File: config.mk
export PLATFORM = sky130hd
export DESIGN_NAME = pipe_rr_arbiter
export DESIGN_NICKNAME = d
export VERILOG_FILES = /design/src/rtl/pipe_rr_arbiter.sv
export SDC_FILE = /design/constraint.sdc
export NUM_CORES = 1
export LEC_CHECK = 0
export BUFFER_PORTS_ARGS = -buffer_cell sky130_fd_sc_hd__buf_2
export CAP_MARGIN = 20
export CORE_UTILIZATION = 35
export DETAILED_ROUTE_END_ITERATION = 12
export HOLD_SLACK_MARGIN = 0.15
export PLACE_DENSITY = 0.91
export SYNTH_ARGS = -nofsm -noshare
export SYNTH_HDL_FRONTEND = slang
export SYNTH_SLANG_ARGS = --single-unit
File: constraint.sdc
create_clock -name clk -period 2.8 [get_ports clk]
set_clock_uncertainty 0.1 [all_clocks]
set_input_delay 0.56 -clock clk [delete_from_list [all_inputs] [get_ports clk]]
set_output_delay 0.56 -clock clk [all_outputs]
set_load 0.01 [all_outputs]
File: src/rtl/pipe_rr_arbiter.sv
// Round-robin arbiter sharing one valid/ready pipeline input among NUM_REQ requesters.
// Optional per-owner burst priority is enabled by defining PIPE_ARB_BURST_EN.
module pipe_rr_arbiter #(
    parameter int NUM_REQ    = 4,
    parameter int DATA_WIDTH = 32,
    parameter int MAX_BURST  = 4,
    localparam int SRC_W     = $clog2(NUM_REQ)
) (
    input  logic                          clk,
    input  logic                          rst_n,
    input  logic [NUM_REQ-1:0]            req_valid,
    output logic [NUM_REQ-1:0]            req_ready,
    input  logic [NUM_REQ*DATA_WIDTH-1:0] req_data,
    output logic                          out_valid,
    input  logic                          out_ready,
    output logic [DATA_WIDTH-1:0]         out_data,
    output logic [SRC_W-1:0]              out_src,
    output logic                          locked
);

    localparam logic ST_ARB  = 1'b0;
    localparam logic ST_HOLD = 1'b1;

    if (NUM_REQ < 2 || NUM_REQ > 16 || MAX_BURST < 1 || MAX_BURST > 255) begin : g_cfg_chk
        $error("pipe_rr_arbiter: parameter out of range");
    end

    logic             r_lock;
    logic [SRC_W-1:0] r_ptr;
    logic [SRC_W-1:0] r_lock_idx;
    logic [SRC_W-1:0] w_arb_idx;
    logic [SRC_W-1:0] w_grant;
    logic [SRC_W-1:0] w_sel;
    logic [SRC_W-1:0] w_grant_inc;
    logic [SRC_W-1:0] w_ptr_next;
    logic             w_valid;
    logic             w_hs;
    logic             w_stall;

    // First valid requester at or after r_ptr, wrapping; falls back to r_ptr when none.
    always_comb begin
        logic found;
        found     = 1'b0;
        w_arb_idx = r_ptr;
        for (int unsigned k = 0; k < NUM_REQ; k++) begin
            logic [SRC_W-1:0] idx;
            idx = SRC_W'((32'(r_ptr) + k) % NUM_REQ);
            if (!found && req_valid[idx]) begin
                w_arb_idx = idx;
                found     = 1'b1;
            end
        end
    end

    assign w_grant     = (r_lock == ST_HOLD) ? r_lock_idx : w_arb_idx;
    assign w_sel       = rst_n ? w_grant : '0;
    assign w_valid     = rst_n & req_valid[w_sel];
    assign w_hs        = w_valid & out_ready;
    assign w_stall     = w_valid & ~out_ready;
    assign w_grant_inc = (w_grant == SRC_W'(NUM_REQ - 1)) ? '0 : w_grant + SRC_W'(1);

    assign out_valid = w_valid;
    assign out_src   = w_sel;
    assign locked    = r_lock;

    always_comb begin
        out_data  = '0;
        req_ready = '0;
        for (int unsigned k = 0; k < NUM_REQ; k++) begin
            if (w_sel == SRC_W'(k)) begin
                out_data = req_data[k*DATA_WIDTH +: DATA_WIDTH];
            end
            req_ready[k] = w_hs && (w_sel == SRC_W'(k));
        end
    end

`ifdef PIPE_ARB_BURST_EN
    logic [7:0]       r_burst_cnt;
    logic [7:0]       w_cnt_next;
    logic [SRC_W-1:0] r_owner;

    // The owner keeps priority until it has moved MAX_BURST consecutive beats.
    always_comb begin
        w_cnt_next = (w_grant == r_owner) ? r_burst_cnt + 8'd1 : 8'd1;
        w_ptr_next = (w_cnt_next < 8'(MAX_BURST)) ? w_grant : w_grant_inc;
    end

    always_ff @(posedge clk) begin
        if (!rst_n) begin
            r_burst_cnt <= '0;
            r_owner     <= '0;
        end else if (w_hs) begin
            r_owner     <= w_grant;
            r_burst_cnt <= (w_cnt_next < 8'(MAX_BURST)) ? w_cnt_next : '0;
        end
    end
`else
    assign w_ptr_next = w_grant_inc;
`endif

    // A hold that ends without a handshake (requester dropped valid) leaves r_ptr untouched.
    always_ff @(posedge clk) begin
        if (!rst_n) begin
            r_ptr      <= '0;
            r_lock     <= ST_ARB;
            r_lock_idx <= '0;
        end else if (w_hs) begin
            r_ptr  <= w_ptr_next;
            r_lock <= ST_ARB;
        end else if (w_stall) begin
            r_lock     <= ST_HOLD;
            r_lock_idx <= w_grant;
        end else begin
            r_lock <= ST_ARB;
        end
    end

endmodule
==> summary.txt <==
Run status
  • Status: finished, violations left
  • Failing checks: setup timing

Synthesis
  • Top FF cell, synth: dfxtp_1
  • Post-synth net total: 333
  • Post-synth EDFFs: 0
  • Top-area cell type share of the netlist area: 0.215
  • Post-synthesis cell type count: 52
  • Post-synth ARST share: 0
  • Post-synth top cells: mux2i_1 (33), a22oi_1 (30), o21ai_0 (19)
  • Post-Syn Area: 1540 um2
  • Yosys reg bits: 5
  • Most frequent cell after synthesis: mux2i_1
  • Seq/Total Area, Yosys: 0.0651
  • Post-synth top area cell: mux2i_1
  • Mean area per synthesized cell: 7.77 um2
  • Most area-consuming cells after synthesis: mux2i_1 (21%), a22oi_1 (15%), dfxtp_1 (6.5%), o21ai_0 (6.2%), buf_6 (5.9%)
  • Mapped Cells: a little under 200
  • YS warnings: 0

Die
  • Initial Util: 0.374
  • Core area: just over 4000 um2
  • Die ar.: 4660 um2
  • Ports: 175
  • Die X: ~68 um
  • Row count: 23
  • Die height: 68.3 um

Setup path
  • Worst EP required: 2140 ps
  • Worst Setup End Kind: primary output
  • Type of origin of the critical path: input port
  • Worst Path Arrival: about 2300 ps
  • Worst-path fanout max: 16
  • CP Class: in2out

Place
  • Post-DP HPWL: 5130 um
  • Pre-CTS setup slack: -263 ps
  • Placed Area: 2610 um2
  • PortBufs: 174
  • Placed cell count: 431
  • Placer Congestion: 0.970

Clock tree
  • Clk_lat worst skew: 230 ps
  • Reg clk slew, reported paths: 40 ps
  • CTS max path bufs: 2
  • Htree depth: 1
  • CTS tree: done
  • Clock root buffer: clkbuf_8
  • CTS Buf Count: 3
  • CTS Sinks: 5

Timing
  • RSZ-0062 raised after global routing: true
  • Least-Margin Pin Slew: 433 ps
  • Final Hold Fails: 0
  • Final setup fails: 33
  • Slew margin rel.: 0.711
  • Fin worst setup slack: -151 ps
  • Final min period: 2950 ps
  • Slew Viols, Final: 0
  • Fmax: around 340 MHz
  • Tcrit/Tclk final: 1.05

Routing
  • Drt first-iter violations: 86
  • DRT antenna net count: 0
  • Vias per inst: 5.54
  • Final WL: 7180 um
  • DRC: 0
  • Drt pass-1 iters: 4
  • WL per Instance: ~16 um
  • DR vias: roughly 2500

Power and ir drop
  • Power per cell area: 332 nW/um2
  • Maximum vdd ir drop: 0.232 mV
  • Sequential share of power: 0.091
  • P_sw: ~0.00042 W
  • Cell Int Power: about 0.00058 W
  • Switch share: 0.422
  • Gate power share: 0.769
  • Lkg Pwr: around 1.5 nW
  • Clock Power Share: 0.139

Layout
  • Multi-input gate area: 1400 um2
  • Share of layout cells above drive strength 1: 0.644
  • Area delta synth->final: 94.8%
  • Diode count: 0
  • Sequential Area: between 100 and 150 um2
  • Finished Layout Cells: about 450
  • # fillers: approximately 340
  • Layout Nets: between 500 and 600
  • Post-route cell area: 3000 um2

Worst hold path
  • Worst hold path class: reg2reg

Run
  • Max_cap viols: 0

Global routing
  • GRT Residual Overflow: 0
  • Vias in the first global route: 2309
  • Initial antenna violation count: 0
  • First-pass GRT wire length: 9770 um
  • Largest net degree at the start of global routing: 23
  • Tot GR Track Use: 0.282
[state kept, by name (all words and copies together), names as in the netlist]
name / cells
r_ptr: 2
locked: 1
r_lock_idx: 2
[cells by family after synthesis]
group                  after synthesis  share of synthesized area
buffers and inverters               26                      0.109
muxes                               33                      0.215
AOI/OAI and AO/OA                   93                      0.439
and+or+nand+nor                     41                      0.172
DFF                                  5                     0.0651
[routing by layer]
layer	part of all wire	GRT usage	vias up
met3	0.068	0.0350	13
met2	0.55	0.563	149
met1	0.37	0.283	1132
met4	0.019	0.130	0
li1	-	-	1179
met5	0	0	-
[worst paths after layout]
check / startpoint / end / slack (ps) / depth (start not counted)
setup / recovery: req_valid[1] / out_data[12] / -150 / 10
hold / removal: r_lock_idx[0] / r_lock_idx[0] / 430 / 2
setup reg to reg: r_ptr[0] / r_ptr[1] / 600 / 11
hold reg to reg: r_lock_idx[0] / r_lock_idx[0] / 430 / 2
[worst max-delay path, stage by stage]
cell     delay [ps]
buf_4           130
or2b_1          250
and3_4          210
o21ba_4         240
o31ai_4         270
buf_4           160
buf_12          140
a22oi_1          70
o21ai_1         100
buf_2           160
[layout by cell type, fill, tap and decap left out, types with 4 or more instances in the layout]
master,instances
buf_2,169
o21ai_1,32
nor2_1,7
buf_12,6
inv_1,9
mux2i_1,33
a21oi_1,5
nand2b_1,5
o21ai_0,4
a22oi_1,14
buf_6,6
a22oi_2,17
buf_4,25
nand2_1,5
[metrics by stage]
step,TNS (ps),power [W],utilization,hold slack [ps]
floorplan,0,0.000459,-,360
global placement,-4090,0.000719,0.634,397
detailed placement,-7150,0.000735,0.634,416
CTS,-2910,0.000970,0.714,425
global route,-6670,0.00106,0.728,455
finish,-3290,0.000995,0.728,428
[repair_timing]
| action | CTS | global route |
|---|---|---|
| hold buffers | 0 | 0 |
| setup buffers | 7 | 0 |
| resized for setup | 48 | 11 |
| cloned | 3 | 1 |
| endpoints found under the setup margin | 36 | 36 |
| pin swaps | 9 | 8 |
[cell type report]
| class | instances | share of cell area |
|---|---|---|
| Timing Repair Buffer | 211 | 0.449 |
| Tap cell | 50 | 0.0209 |
| Inverter | 9 | 0.0113 |
| Clock inverter | 1 | 0.00167 |
| Clock buffer | 3 | 0.0138 |
| Sequential cell | 5 | 0.0351 |
| Multi-Input combinational cell | 167 | 0.469 |
[power by group through the flow]
| stage | Clock (W) | Combinational (W) | Sequential (W) |
|---|---|---|---|
| detailed placement | 0 | 0.000646 | 0.0000887 |
| floorplan | 0 | 0.000375 | 0.0000843 |
| global placement | 0 | 0.000630 | 0.0000883 |
| finish | 0.000139 | 0.000766 | 0.0000909 |
| global route | 0.000144 | 0.000829 | 0.0000912 |
| CTS | 0.000142 | 0.000739 | 0.0000886 |
Power figures use the tool's default switching activity.
